--- src/rtl/alu_scheduler.sv ---
// Round-robin front end for a single shared registered ALU: accepts one command at a time,
// holds the ALU inputs for ALU_LATENCY edges, captures the result and returns it tagged.
module alu_scheduler #(
  parameter int ALU_LATENCY = 1
) (
  input  logic       clock,
  input  logic       reset_n,
  input  logic [1:0] req_valid,
  output logic [1:0] req_ready,
  input  logic [3:0] req_a0,
  input  logic [3:0] req_b0,
  input  logic [2:0] req_s0,
  input  logic [3:0] req_a1,
  input  logic [3:0] req_b1,
  input  logic [2:0] req_s1,
  output logic [3:0] alu_a,
  output logic [3:0] alu_b,
  output logic [2:0] alu_s,
  input  logic [7:0] alu_o,
  output logic       rsp_valid,
  input  logic       rsp_ready,
  output logic       rsp_id,
  output logic [7:0] rsp_data,
  output logic       busy,
  output logic [7:0] op_count
);

  localparam logic [2:0] LAT = 3'(ALU_LATENCY);

  typedef enum logic [1:0] {IDLE, EXEC, RESP} state_t;

  typedef struct packed {
    logic [3:0] a;
    logic [3:0] b;
    logic [2:0] s;
  } cmd_t;

  state_t     state;
  logic [2:0] cnt;
  logic       last_grant;
  logic       grant;
  cmd_t [1:0] cmd;

  assign cmd[0] = {req_a0, req_b0, req_s0};
  assign cmd[1] = {req_a1, req_b1, req_s1};

  // On a tie the requester not served last wins; otherwise whichever one is valid.
  assign grant = (&req_valid) ? ~last_grant : req_valid[1];

  always_comb begin
    req_ready = '0;
    if (reset_n && state == IDLE)
      req_ready = req_valid & (grant ? 2'b10 : 2'b01);
  end

  always_ff @(posedge clock or negedge reset_n) begin
    if (!reset_n) begin
      state      <= IDLE;
      cnt        <= '0;
      last_grant <= 1'b1;
      alu_a      <= '0;
      alu_b      <= '0;
      alu_s      <= '0;
      rsp_valid  <= 1'b0;
      rsp_id     <= 1'b0;
      rsp_data   <= '0;
      busy       <= 1'b0;
      op_count   <= '0;
    end else begin
      case (state)
        IDLE: if (|req_ready) begin
          last_grant <= grant;
          rsp_id     <= grant;
          alu_a      <= cmd[grant].a;
          alu_b      <= cmd[grant].b;
          alu_s      <= cmd[grant].s;
          cnt        <= '0;
          busy       <= 1'b1;
          state      <= EXEC;
        end
        EXEC: begin
          cnt <= cnt + 3'd1;
          // alu_o is only trusted on this edge; inputs have been stable for LAT edges.
          if (cnt == LAT) begin
            rsp_data  <= alu_o;
            rsp_valid <= 1'b1;
            state     <= RESP;
          end
        end
        RESP: if (rsp_ready) begin
          rsp_valid <= 1'b0;
          op_count  <= op_count + 8'd1;
          busy      <= 1'b0;
          state     <= IDLE;
        end
        default: begin
          busy  <= 1'b0;
          state <= IDLE;
        end
      endcase
    end
  end

endmodule

--- config.mk ---
export PLATFORM = sky130hd
export DESIGN_NAME = alu_scheduler
export DESIGN_NICKNAME = d
export VERILOG_FILES = /design/src/rtl/alu_scheduler.sv
export SDC_FILE = /design/constraint.sdc
export NUM_CORES = 1
export LEC_CHECK = 0
export BUFFER_PORTS_ARGS = -buffer_cell sky130_fd_sc_hd__buf_2
export CORE_MARGIN = 2
export CORE_UTILIZATION = 35
export CTS_BUF_LIST = sky130_fd_sc_hd__clkbuf_8
export CTS_CLUSTER_DIAMETER = 50
export DETAILED_ROUTE_END_ITERATION = 12
export PLACE_DENSITY = 0.69
export SLEW_MARGIN = 30
export SYNTH_ARGS = -nofsm -noshare
export SYNTH_HDL_FRONTEND = slang
export SYNTH_SLANG_ARGS = --single-unit
--- constraint.sdc ---
create_clock -name clock -period 1.85 [get_ports clock]
set_input_delay 0.185 -clock clock [delete_from_list [all_inputs] [get_ports clock]]
set_output_delay 0.185 -clock clock [all_outputs]
set_load 0.02 [all_outputs]
[Word-level counts from Yosys, hierarchy flattened]
Index checks and enable logic that the tools add are counted.
Cells by class
  equal/unequal tests: 6
  $lt $le $gt $ge: 1
  mux-type cells: 16
  reductions and logical operators: 13
  add/subtract/negate cells: 2
  bitwise logic cells: 3
Operators by type and width (number)
  $mux 11: 2
  $mux 2: 5
  $reduce_and 2->1: 5
  $reduce_and 3->1: 3
  $add 8x1->8 const B: 1
  $pmux 2 s3: 1
  $pmux 3 s2: 1
  $mux 1: 4
  $ne 2x2->1 const B: 2
  $reduce_bool 2->1: 2
  $add 3x1->3 const B: 1
  $eq 3x1->1 const B: 1
  $mux 3: 1
  $pmux 1 s3: 1
  $and 2x2->2: 1
  $eq 2x1->1 const B: 1
  $eq 2x2->1 const B: 1
  $logic_not 2->1: 1
  $lt 1x2->1 const B: 1
  $ne 2x1->1 const B: 1
  $not 1->1: 2
  $pmux 1 s2: 1
  $reduce_or 2->1: 1
  $logic_and 1x1->1: 1
Word-level totals
  register bits: 36

[Logic depth before layout (Yosys ltp)]
  word-level depth: 8
  gate-level depth with buffers: 6
  depth with buffers taken out: 5

[Worst setup path after synthesis]
No wires, ideal clock.
  path type: reg-to-output
  start point: register last_grant
  end point: output port req_ready[1]
  data required time: 1.665 ns
  arrival time: 1.562 ns
  cell stages (with the launch flop): 4
  slack: 0.103 ns
  cells stage by stage: dfstp_2 > a21bo_2 > clkbuf_1 > nor4b_1
Between the ends
  cells in the longest elaborated chain, start to end: 5
Ends and longest elaborated chain
  start, declared: RTL line 40  | logic last_grant;
  start signal, assigned: RTL line 72  | last_grant <= grant;
  $not 1->1: RTL line 48  | assign grant = (&req_valid) ? ~last_grant : req_valid[1];
  $mux 1: RTL line 48
  $mux 2: RTL line 53  | req_ready = req_valid & (grant ? 2'b10 : 2'b01);
  $and 2x2->2: RTL line 53
  $mux 2: RTL line 52  | if (reset_n && state == IDLE)
  end, declared: RTL line 9  | output logic [1:0] req_ready,
No other way between the ends.

[Worst setup path after layout]
Same ends and word-level chain as after synthesis.

==> summary.txt <==
Outcome
  • Status: finished clean

STA
  • Worst slew margin: 55.04%
  • Setup violations, final: 0
  • Fmax: between 500 and 600 MHz
  • Min Tclk post-route: ~1700 ps
  • Tightest Pin Transition: 672.2 ps
  • Hold Fails Final Rpt: 0
  • Period utilization: slightly above 90%
  • Worst Skew: 8.400 ps
  • Slew Limit Fails: 0
  • Worst Hold Slack: ~120 ps

Route
  • DR WL/cell: ~14 um
  • Final WL: 3.622 mm
  • Vias per cell: about 5.1
  • Post-detailed-route count of antenna-violating nets: 0
  • First-pass iteration count of the detailed router: 4
  • Initial DRC Count: 47
  • DRC: 0
  • Vias: ~1,300

Setup path
  • R2r setup slk: approximately 300 ps
  • Worst Path Required: approximately 1700 ps
  • CP delay by family, top: flip-flops
  • Critical path data arrival time: around 1500 ps
  • R2R cell count: 4
  • Crit path largest cell delay: 390 ps
  • Worst-path cell chain: a21bo_2, nor4b_2, buf_2
  • Critical R2R Capture: rsp_data[0]
  • Setup crit start: last_grant
  • CP max FO: 12
  • Kind of critical path: register to primary output
  • CP max stage cell: dfstp_2
  • Crit path to: req_ready[1]
  • CP startpoint kind: register
  • Cell depth of the worst setup path: 3
  • Worst r2r src: state[1]
  • Element type at the critical path end: primary output
  • Sum of buffers and inverters on the critical path: 1

Final layout
  • P&R area growth vs syn: 32.95%
  • FF+latch area: about 900 um^2
  • Antenna cells: 0
  • Post-route insts no fill: approximately 250
  • Fraction of layout cells with a size suffix above 1: 47.74%
  • Fin nets: 236
  • Cell area after layout: approximately 0.0022 mm^2
  • # fillers: 411
  • Area occupied by multi-input gates: between 700 and 800 um^2

Floorplan
  • Die Wd: approximately 73 um
  • I/O pin cnt: 67
  • Chip height: between 70 and 80 um
  • Die ar.: 0.005273 mm^2
  • Rows: 24
  • Core area: 0.004444 mm^2
  • Initial Util: 37.08%

GRT
  • GRT Max-Usage Layer: met2
  • First-pass GRT wire length: roughly 6.0 mm
  • Vias in the first global route: about 1,300
  • Met3 GRT Util: between 4 and 5%
  • M2 GR Usage: 22.12%
  • Overflow after GRT: 0
  • Initial antenna violation count: 0
  • Total GRT Usage: approximately 15%
  • Largest net degree at the start of global routing: 22
  • Met1 Use GR: 20.04%

Placement
  • Gpl congestion: approximately 0.77
  • PortBufs: 66
  • Cell Area, Placed: a little over 0.002 mm^2
  • HPWL Detailed: roughly 2.6 mm
  • Post-placement cell count: between 200 and 250

Synth
  • Most used DFF post-synth: dfrtp_1
  • Top-count cell post-synth: dfrtp_1
  • Yosys reg bits: 36
  • Mean area per synthesized cell: about 13 um^2
  • EDFF count, synth: 0
  • Sequential share of the synthesized area: 54.75%
  • Post-synth top cells: 35 x dfrtp_1, 11 x o32ai_1, 6 x a2bb2oi_1
  • Mapped Area: between 0.0015 and 0.002 mm^2
  • Synth area leader: dfrtp_1
  • Ys Warns: 0
  • Distinct cells, synth: between 40 and 50
  • FFs w/ async S/R, synth: between 90% and 100%
  • Post-synth net total: roughly 160
  • Main area contributors after synthesis: dfrtp_1 53%, o32ai_1 5.8%, a2bb2oi_2 4.6%
  • Synthesized instance count: 126
  • Area share of the largest cell type after synthesis: 53.15%

Worst hold path
  • HP Class: primary input to register
  • Min-delay src: alu_o[4]

Power and ir drop
  • Leakage power: between 1 and 1.5 nW
  • Worst VDD drop: 0.0007946 V
  • Power per cell area: between 1500 and 2000 mW/mm^2

Flow run
  • MaxCap Viol Count: 0

CTS
  • Inserted Clock Buffers: 5
  • Worst-path clk slew: 70 ps
  • Max clock buf depth: 2
  • # clock sinks: 36
  • Clock latency on the worst-skew pair: ~280 ps
  • CTS tree: yes
  • H-tree depth: 2
  • Clk root buf: clkbuf_8
[how the worst min path moves through the flow]
stage / end / slack [ps] / cells past startpoint
after CTS: rsp_data[4] / 110 / 2
after global routing: rsp_data[1] / 110 / 2
final: rsp_data[4] / 120 / 2
after detailed placement: rsp_valid / 200 / 2
after floorplan: alu_a[0] / -110 / 0
after global placement: rsp_valid / 200 / 2
[report_power, final]
group	internal (mW)	total, mW	switching [mW]	leakage [nW]
sequential	1.12	1.37	0.253	0.430
clock	0.475	0.738	0.263	0.0645
combinational	0.683	1.50	0.821	0.559
[metal layers]
| layer | part of all wire, % | up-vias |
|---|---|---|
| met3 | 8.4 | 5 |
| met1 | 47 | 596 |
| li1 | - | 616 |
| met5 | 0 | - |
| met2 | 43 | 64 |
| met4 | 1.4 | 0 |
[registers in the layout, summed over array words and instances, names as in the netlist, 2 cells and up]
| register | flops |
|---|---|
| op_count | 8 |
| rsp_data | 8 |
| alu_a | 4 |
| alu_b | 4 |
| alu_s | 3 |
| cnt | 3 |
| state | 2 |
[per-stage QoR]
step | power, mW | setup WS, ps | utilization, % | TNS, ps
2_1_floorplan | 2.420 | 103.4 | - | 0
3_3_place_gp | 2.848 | 318.6 | 45.64 | 0
3_5_place_dp | 2.876 | 321.1 | 45.64 | 0
4_1_cts | 3.629 | 39.80 | 48.93 | 0
5_1_grt | 3.878 | -1.431 | 49.30 | -2.752
6_report | 3.617 | 123.4 | 49.30 | 0
[cell families after synthesis]
group / share of synthesized area, %
multiplexers: 6.150
adder cells (fa/ha/maj): 2.278
AND/OR/NAND/NOR: 10.10
AO/OA/AOI/OAI: 19.29
flip-flops: 54.75
buffers and inverters: 3.189
XOR/XNOR: 4.252
[cells in the final DEF (no fill, tap or decap), drive strengths merged, types with 2 or more instances in the layout]
cell | netlist | layout
buf | 5 | 71
dfrtp | 35 | 35
o32ai | 11 | 11
a2bb2oi | 11 | 11
mux2 | 9 | 9
clkbuf | 3 | 7
xor2 | 5 | 5
nand3 | 4 | 4
xnor2 | 3 | 3
nand2 | 3 | 3
ha | 3 | 3
nor3b | 3 | 3
nor2b | 3 | 3
inv | 2 | 2
nand3b | 2 | 2
a21o | 2 | 2
nor3 | 2 | 2
nor2 | 2 | 2
dlygate4sd3 | 0 | 2
o21ai | 2 | 2
or2 | 2 | 2
[timing repair]
action                                  in CTS  in global routing
hold buffers                                 2                  0
endpoints found under the hold margin       35                  0
gates resized for setup                      0                  2
setup buffers                                0                  1
endpoints found under the setup margin       0                  2
[final cells by class]
| cell class | count | share of cell area [%] |
|---|---|---|
| Clock buffer | 7 | 4.397 |
| Clock inverter | 1 | 1.371 |
| Inverter | 2 | 0.3427 |
| Multi-Input combinational cell | 80 | 32.04 |
| Sequential cell | 36 | 41.18 |
| Tap cell | 52 | 2.970 |
| Timing Repair Buffer | 73 | 17.70 |
No activity file was read; power rests on OpenSTA's default activity.
